--- src/rtl/uart_pkg.sv ---
// Shared UART definitions: receiver state encoding, oversampling constants and tick divider math.
package uart_pkg;

    typedef enum logic [2:0] {
        IDLE,
        START,
        DATA,
        PARITY,
        STOP,
        WAIT_IDLE
    } rx_state_t;

    localparam int OVERSAMPLE = 16;
    localparam int MID_SAMPLE = 8;

    // Clocks per oversample tick, floored, never below one clock.
    function automatic int tick_div(input int clk_freq, input int baud);
        int d;
        d = clk_freq / (baud * OVERSAMPLE);
        return (d < 1) ? 1 : d;
    endfunction

endpackage

--- src/rtl/baud_tick_gen.sv ---
// Oversample tick generator: one-cycle tick every DIV clocks, phase reset by restart.
module baud_tick_gen #(
    parameter int DIV = 1
) (
    input  logic clk,
    input  logic rst,
    input  logic restart,
    output logic tick
);

    localparam int            CW     = (DIV > 1) ? $clog2(DIV) : 1;
    localparam logic [CW-1:0] RELOAD = CW'(DIV - 1);

    logic [CW-1:0] count;

    always_ff @(posedge clk) begin
        if (rst || restart || count == '0) begin
            count <= RELOAD;
        end else begin
            count <= count - CW'(1);
        end
    end

    // The restart cycle itself never ticks, so the first tick lands DIV clocks later.
    assign tick = (count == '0) && !restart;

endmodule

--- src/rtl/uart_rx_buffer.sv ---
// 16x-oversampled UART receiver pushing each good byte into a newest-first history RXBUF.
// Define UART_RX_PARITY_EN to expect one even-parity bit between the data bits and the stop bit.
//
// state     | meaning
// IDLE      | line idle, waiting for rx_s low
// START     | timing to mid start bit, rejects glitches
// DATA      | sampling DATA_BITS payload bits, LSB first
// PARITY    | sampling the even-parity bit (parity build only)
// STOP      | sampling the stop bit, commit or flag a frame error
// WAIT_IDLE | bad stop bit seen, waiting for the line to return high
module uart_rx_buffer
    import uart_pkg::*;
#(
    parameter int CLK_FREQ  = 100_000_000,
    parameter int BAUD      = 9600,
    parameter int DATA_BITS = 8,
    parameter int FIFO      = 4
) (
    input  logic                 clk,
    input  logic                 rst,
    input  logic                 rx,
    input  logic                 clr,
    output logic [DATA_BITS-1:0] RXBUF [0:FIFO-1],
    output logic                 rx_valid,
    output logic                 frame_err,
    output logic [7:0]           rx_count,
    output logic                 busy
);

    localparam int            TICK_DIV = tick_div(CLK_FREQ, BAUD);
    localparam int            BW       = (DATA_BITS > 1) ? $clog2(DATA_BITS) : 1;
    localparam logic [3:0]    TC_MID   = 4'(MID_SAMPLE - 1);
    localparam logic [3:0]    TC_BIT   = 4'(OVERSAMPLE - 1);
    localparam logic [BW-1:0] LAST_BIT = BW'(DATA_BITS - 1);
    localparam logic [BW-1:0] BIT_ONE  = BW'(1);

`ifdef UART_RX_PARITY_EN
    localparam rx_state_t AFTER_DATA = PARITY;
`else
    localparam rx_state_t AFTER_DATA = STOP;
`endif

    rx_state_t            state;
    rx_state_t            state_nxt;
    logic                 rx_meta;
    logic                 rx_s;
    logic                 tick;
    logic                 restart;
    logic                 sample;
    logic                 commit;
    logic                 reject;
    logic [3:0]           tick_left;
    logic [BW-1:0]        bit_idx;
    logic [DATA_BITS-1:0] shift;
    logic                 parity_bad;

    always_ff @(posedge clk) begin
        if (rst) begin
            rx_meta <= 1'b1;
            rx_s    <= 1'b1;
        end else begin
            rx_meta <= rx;
            rx_s    <= rx_meta;
        end
    end

    baud_tick_gen #(.DIV(TICK_DIV)) u_tick (
        .clk     (clk),
        .rst     (rst),
        .restart (restart),
        .tick    (tick)
    );

    always_ff @(posedge clk) begin
        if (rst) begin
            state <= IDLE;
        end else begin
            state <= state_nxt;
        end
    end

    always_comb begin
        state_nxt = state;
        case (state)
            IDLE:      if (!rx_s) state_nxt = START;
            START:     if (sample) state_nxt = rx_s ? IDLE : DATA;
            DATA:      if (sample && bit_idx == LAST_BIT) state_nxt = AFTER_DATA;
            PARITY:    if (sample) state_nxt = STOP;
            STOP:      if (sample) state_nxt = rx_s ? IDLE : WAIT_IDLE;
            WAIT_IDLE: if (rx_s) state_nxt = IDLE;
            default:   state_nxt = IDLE;
        endcase
    end

    always_comb begin
        busy    = (state != IDLE);
        restart = (state == IDLE) && !rx_s;
        sample  = tick && (tick_left == '0);
        commit  = (state == STOP) && sample && rx_s && !parity_bad;
        reject  = (state == STOP) && sample && !(rx_s && !parity_bad);
    end

    // tick_left is a down-counter to the next sample point: half a bit first, then whole bits.
    always_ff @(posedge clk) begin
        if (rst) begin
            tick_left <= '0;
            bit_idx   <= '0;
            shift     <= '0;
        end else begin
            case (state)
                IDLE: if (!rx_s) tick_left <= TC_MID;
                START, DATA, PARITY, STOP: begin
                    if (tick) begin
                        tick_left <= (tick_left == '0) ? TC_BIT : tick_left - 4'd1;
                    end
                end
                default: ;
            endcase
            if (state == START) begin
                bit_idx <= '0;
            end
            if (state == DATA && sample) begin
                shift[bit_idx] <= rx_s;
                bit_idx        <= bit_idx + BIT_ONE;
            end
        end
    end

`ifdef UART_RX_PARITY_EN
    always_ff @(posedge clk) begin
        if (rst || state == START) begin
            parity_bad <= 1'b0;
        end else if (state == PARITY && sample) begin
            parity_bad <= (rx_s != ^shift);
        end
    end
`else
    assign parity_bad = 1'b0;
`endif

    // clr has priority over a same-cycle commit; the valid pulse is still reported.
    always_ff @(posedge clk) begin
        if (rst) begin
            for (int i = 0; i < FIFO; i++) RXBUF[i] <= '0;
            rx_count  <= '0;
            rx_valid  <= 1'b0;
            frame_err <= 1'b0;
        end else begin
            rx_valid  <= commit;
            frame_err <= reject;
            if (clr) begin
                for (int i = 0; i < FIFO; i++) RXBUF[i] <= '0;
                rx_count <= '0;
            end else if (commit) begin
                for (int i = FIFO - 1; i > 0; i--) RXBUF[i] <= RXBUF[i-1];
                RXBUF[0] <= shift;
                rx_count <= rx_count + 8'd1;
            end
        end
    end

endmodule

--- config.mk ---
export PLATFORM = sky130hd
export DESIGN_NAME = uart_rx_buffer
export DESIGN_NICKNAME = d
export VERILOG_FILES = /design/src/rtl/uart_pkg.sv /design/src/rtl/baud_tick_gen.sv /design/src/rtl/uart_rx_buffer.sv
export SDC_FILE = /design/constraint.sdc
export NUM_CORES = 1
export LEC_CHECK = 0
export CAP_MARGIN = 40
export CORE_MARGIN = 3
export CORE_UTILIZATION = 55
export DETAILED_ROUTE_END_ITERATION = 10
export PLACE_DENSITY = 0.8
export SYNTH_ARGS = -nofsm -noshare
export SYNTH_HDL_FRONTEND = slang
export SYNTH_SLANG_ARGS = --single-unit
export TNS_END_PERCENT = 20
--- constraint.sdc ---
create_clock -name clk -period 5.1 [get_ports clk]
set_input_delay 1.02 -clock clk [delete_from_list [all_inputs] [get_ports clk]]
set_output_delay 1.02 -clock clk [all_outputs]
set_load 0.01 [all_outputs]
# --- Word-level counts from Yosys, hierarchy flattened ---
# Cells that the tools add are included.
op_classes:
  addsub: 4
  n_lt_le_gt_ge: 2
  eq_ne: 13
  mux: 18
  n_reduce_logical: 23
ops:
  columns: ["operator", "n"]
  rows:
  - ["$mux W3", 9]
  - ["$pmux W3 S6", 1]
  - ["$ne A2 B2 Y1 const B", 7]
  - ["$mux W4", 3]
  - ["$logic_not A10 Y1", 1]
  - ["$sub A10 B1 Y10 const B", 1]
  - ["$eq A3 B3 Y1 const B", 3]
  - ["$logic_and A1 B1 Y1", 9]
  - ["$add A8 B1 Y8 const B", 1]
  - ["$bwmux W8", 1]
  - ["$pmux W4 S2", 1]
  - ["$eq A3 B2 Y1 const B", 2]
  - ["$reduce_and A6 Y1", 1]
  - ["$logic_not A4 Y1", 1]
  - ["$lt A3 B4 Y1 const B", 1]
  - ["$reduce_bool A2 Y1", 2]
  - ["$reduce_or A4 Y1", 1]
  - ["$sub A4 B1 Y4 const B", 1]
  - ["$add A3 B1 Y3 const B", 1]
  - ["$demux W1 S3", 1]
  - ["$eq A3 B1 Y1 const B", 1]
  - ["$ge A3 B1 Y1 const B", 1]
  - ["$logic_not A3 Y1", 1]
  - ["$reduce_and A3 Y1", 1]
  - ["other kinds (6)", 8]
word_totals:
  reg_bits: 72
  input_bits: 4
  output_inout_bits: 43
  elab_cells: 74

# --- Longest topological paths before layout ---
logic_depth:
  ltp_word: 8
  mapped_depth: 8
  depth_no_buf: 6

# --- By module ---
# A second synthesis with hierarchy kept.
hier_totals:
  cells_unflattened: 354
  area_unflattened_um2: 2991.6
modules_own_cells:
  columns: ["module", "instances", "cells_per_inst", "area_each_um2", "seq_area_each_um2"]
  rows:
  - ["uart_rx_buffer", 1, 301, 2514.9, 1241.2]
  - ["baud_tick_gen", 1, 53, 476.7, 200.2]

# --- Worst setup path before layout ---
# OpenSTA, ideal clock, no wires.
synth_timing:
  kind: "flip-flop to flip-flop"
  from: "register u_tick.count[0]"
  to: "register rx_count[3]"
  setup_time_ps: 70
  t_arrival_ps: 2149
  t_required_ps: 5030
  slack_ps: 2881
  stages_incl_launch_ff: 8
  path_buffers: 1
  period_less_slack_ps: 2219
  path_cell_list: "dfxtp_1 inv_1 ha_1 or3b_2 or4_1 buf_2 or4_1 a21oi_1"
synth_between:
  elab_chain_cells: 5
synth_rtl:
  columns: ["element", "line", "source"]
  rows:
  - ["start: declaration", "baud_tick_gen.sv:14", "logic [CW-1:0] count;"]
  - ["start signal: assignment", "baud_tick_gen.sv:20", "count <= count - CW'(1);"]
  - ["$logic_not A10 Y1", "baud_tick_gen.sv:25", "assign tick = (count == '0) && !restart;"]
  - ["$logic_and A1 B1 Y1", "baud_tick_gen.sv:25", null]
  - ["$logic_and A1 B1 Y1", "uart_rx_buffer.sv:98", "sample = tick && (tick_left == '0);"]
  - ["$logic_and A1 B1 Y1 (2 in a row)", "uart_rx_buffer.sv:99", "commit = (state == STOP) && sample && rx_s && !parity_bad;"]
  - ["end signal: assignment", "uart_rx_buffer.sv:157", "rx_count <= rx_count + 8'd1;"]
  - ["end: declaration", "uart_rx_buffer.sv:26", "output logic [7:0] rx_count,"]
# No other way between the ends.
# A chain may end at the register's enable or synchronous reset.

# --- Final worst setup path ---
layout_timing:
  from: "register state[0]"
  to: "output busy"
layout_between:
  elab_chain_cells: 1
layout_rtl:
  columns: ["element", "line", "source"]
  rows:
  - ["start: declaration", "uart_rx_buffer.sv:43", "rx_state_t state;"]
  - ["start signal: assignment", "uart_rx_buffer.sv:78", "state <= state_nxt;"]
  - ["$reduce_bool A3 Y1", "uart_rx_buffer.sv:96", "busy = (state != IDLE);"]
  - ["end: declaration", "uart_rx_buffer.sv:27", "output logic busy"]
# No other way between the ends.

==> impl_metrics.py <==
metrics = {
    "floorplanning": {
        "design.core.area_sq_mm": 0.005540,
        "fp-row-count": 27,
        "die_x_um": 82.06,
        "fp.dieArea_sq_mm": 0.006734,
        "design.portCount": 47,
        "initial_core_util_pct": 57.43,
        "die_h_um": 82.06,
    },
    "yosys": {
        "synth_area_sq_mm": 0.003182,
        "async_reset_ff_share_pct": 0,
        "ys.flop_type": "dfxtp_1",
        "synth-edff-count": 0,
        "ys_types": 44,
        "yosysWarnings": 0,
        "syn_inst": 355,
        "yosysTopAreaCell": "dfxtp_1",
        "seq_area_frac_synth_pct": 45.30,
        "netlist_top_cells_area": "dfxtp_1 (45%), mux2i_1 (10%), nand2_1 (6.8%)",
        "avgSynthCellArea_sq_um": 8.963,
        "ys_seq_elements": 72,
        "synth_top_area_share_pct": 45.30,
        "synth_nets": 366,
    },
    "layout": {
        "layout.cells.most_common": "dfxtp_1",
        "nNetsFinal": 406,
        "post-route-util_pct": 71.43,
        "antenna_cells": 0,
        "final_cell_mix": "dfxtp_1 (72), nand2_1 (57), clkdlybuf4s50_1 (46)",
        "drive_gt1_share_pct": 7.769,
        "final_cell_area_sq_mm": 0.003958,
        "area_growth_pct": 24.38,
    },
    "global_routing": {
        "gr-total-overflow": 0,
        "first_global_vias": 2502,
        "grt_max_degree": 41,
        "grt_pass1_wl_um": 10690,
        "antenna_found_initial": 0,
        "track_usage_pct": 20.48,
    },
    "cts": {
        "clock_path_buffers": 2,
        "clk_latency_ps": 350,
        "clkTransAtPathRegs_ps": 70,
        "root_buffer": "clkbuf_8",
        "cts_resized": 0,
        "holdBufCountCts": 0,
        "postCtsSetupBuffers": 0,
        "tritoncts": "yes",
        "htreeDepth": 3,
        "clock-sinks": 72,
        "cts_buffers": 9,
    },
    "timing": {
        "period_share_pct": 54.84,
        "layout_min_cycle_time_ps": 2797,
        "worst_pin_slew_ps": 837.1,
        "clock_skew_ps": 6.985,
        "tns_ps": 0,
        "rsz0062_at_grt": "no",
        "whs_ps": 423.1,
        "final_hold_viol_count": 0,
        "slew_headroom_pct": 44.19,
        "max_freq_mhz": 357.5,
        "slew_viol_final": 0,
        "setup_viol": 0,
    },
    "power": {
        "ir_worst_vdd_uv": 271.4,
        "power_leakage_nw": 1.535,
        "power_density_mw_per_mm2": 303.6,
    },
    "worst_setup_path": {
        "critical_path_peak_fanout": 13,
        "critPathMaxStageDelay_ps": 510,
        "endpoint_kind": "output port",
        "crit_family": "buffers and inverters",
        "path_class": "flop to output port",
        "worst_path_max_delay_cell": "clkdlybuf4s50_1",
        "worstPathCellList": "or3_1 -> clkdlybuf4s50_1",
        "cp-startpoint": "state[0]",
        "critPathLaunchType": "flop",
        "worstPathRequired_ps": 4080,
        "cp_data_arrival_time_ps": 1780,
        "worst-path-buf-inv": 1,
        "timing.rr.start": "tick_left[0]",
    },
    "place": {
        "dpl_cell_area_sq_mm": 0.003701,
        "dp_hpwl_um": 4346,
        "place_congestion": 0.8549,
        "io_buffers": 46,
    },
    "route": {
        "post-route-drc-count": 0,
        "wl_per_cell_um": 13.53,
        "wirelength_um": 6374,
        "firstDrtPassIters": 4,
        "route.vias.total": 2683,
        "drt-initial-drc-count": 110,
        "ant_nets": 0,
        "vias_per_cell": 5.696,
    },
    "job": {
        "cap_violations": 0,
    },
    "status": {
        "outcome": "finished clean",
    },
    "hold_path": {
        "hold_start": "rx_meta",
        "hp-class": "flop to flop",
    },
}
[cell usage after synthesis (all sizes together) (6+ instances only)]
| cell type | n |
|---|---|
| or3 | 6 |
| or4 | 7 |
| ha | 7 |
| clkbuf | 16 |
| dfxtp | 72 |
| a21oi | 19 |
| nand2 | 58 |
| nor2 | 14 |
| inv | 8 |
| nand4b | 6 |
| nand3 | 11 |
| o21ai | 14 |
| buf | 6 |
| o31ai | 9 |
| nor3 | 11 |
| mux2i | 32 |
[worst register-to-register path: stages, from the launching register on]
cell,delay (ps)
dfxtp_1,350
inv_1,90
ha_1,150
or3b_1,410
or4_1,890
or4_1,640
a21oi_1,160
[stage by stage]
stage / instances / setup slack [ps] / total power, W
after floorplan: 355 / 2881 / 0.0006264
after global placement: 453 / 2235 / 0.0006376
after detailed placement: 456 / 2388 / 0.0006400
after CTS: 471 / 2287 / 0.001213
after global routing: 471 / 2191 / 0.001246
final: 471 / 2303 / 0.001202
[kinds of logic after synthesis]
| kind of cell | count (synthesis) | synth area share [%] |
|---|---|---|
| multiplexers | 32 | 10.07 |
| flip-flops | 72 | 45.30 |
| AND/OR/NAND/NOR | 150 | 25.13 |
| adder cells (fa/ha/maj) | 7 | 2.753 |
| XOR/XNOR | 7 | 1.927 |
| buffers and inverters | 30 | 3.814 |
| AO/OA/AOI/OAI | 57 | 11.01 |
[state kept, by name, indices dropped and copies added, names as in the netlist]
name / cells
frame_err: 1
tick_left: 4
rx_s: 1
u_tick.count: 10
shift: 8
rx_valid: 1
rx_meta: 1
rx_count: 8
state: 3
RXBUF: 32
bit_idx: 3
[area by class of cell]
class | instances | area (sq um)
multi-input combinational | 253 | 1624
fill | 427 | 1583
sequential | 72 | 1441
timing repair buffer | 51 | 515.5
clock inverter | 6 | 132.6
clock buffer | 9 | 123.9
tap | 72 | 90.09
inverter | 8 | 30.03
[where the power goes]
part	total, W	internal (W)	switching [W]
sequential	0.000577	0.000569	0.00000785
combinational	0.0000508	0.0000209	0.0000299
clock	0.000574	0.000371	0.000203
[path summary, 6_finish.rpt]
| check | to | slack [ps] | cells after the start |
|---|---|---|---|
| worst max-delay path | busy | 2300 | 2 |
| worst min-delay path | rx_s | 420 | 1 |
| worst max register to register | rx_count[3] | 2330 | 6 |
| worst min register to register | rx_s | 420 | 1 |
[per-layer routing]
metal	global-route usage, %	wire length (um)	vias up
met5	0	0	-
met4	9.801	110	0
met3	5.482	289	9
met2	34.89	3185	58
met1	23.69	2788	1267
li1	-	-	1349
No activity file was read; power rests on OpenSTA's default activity.
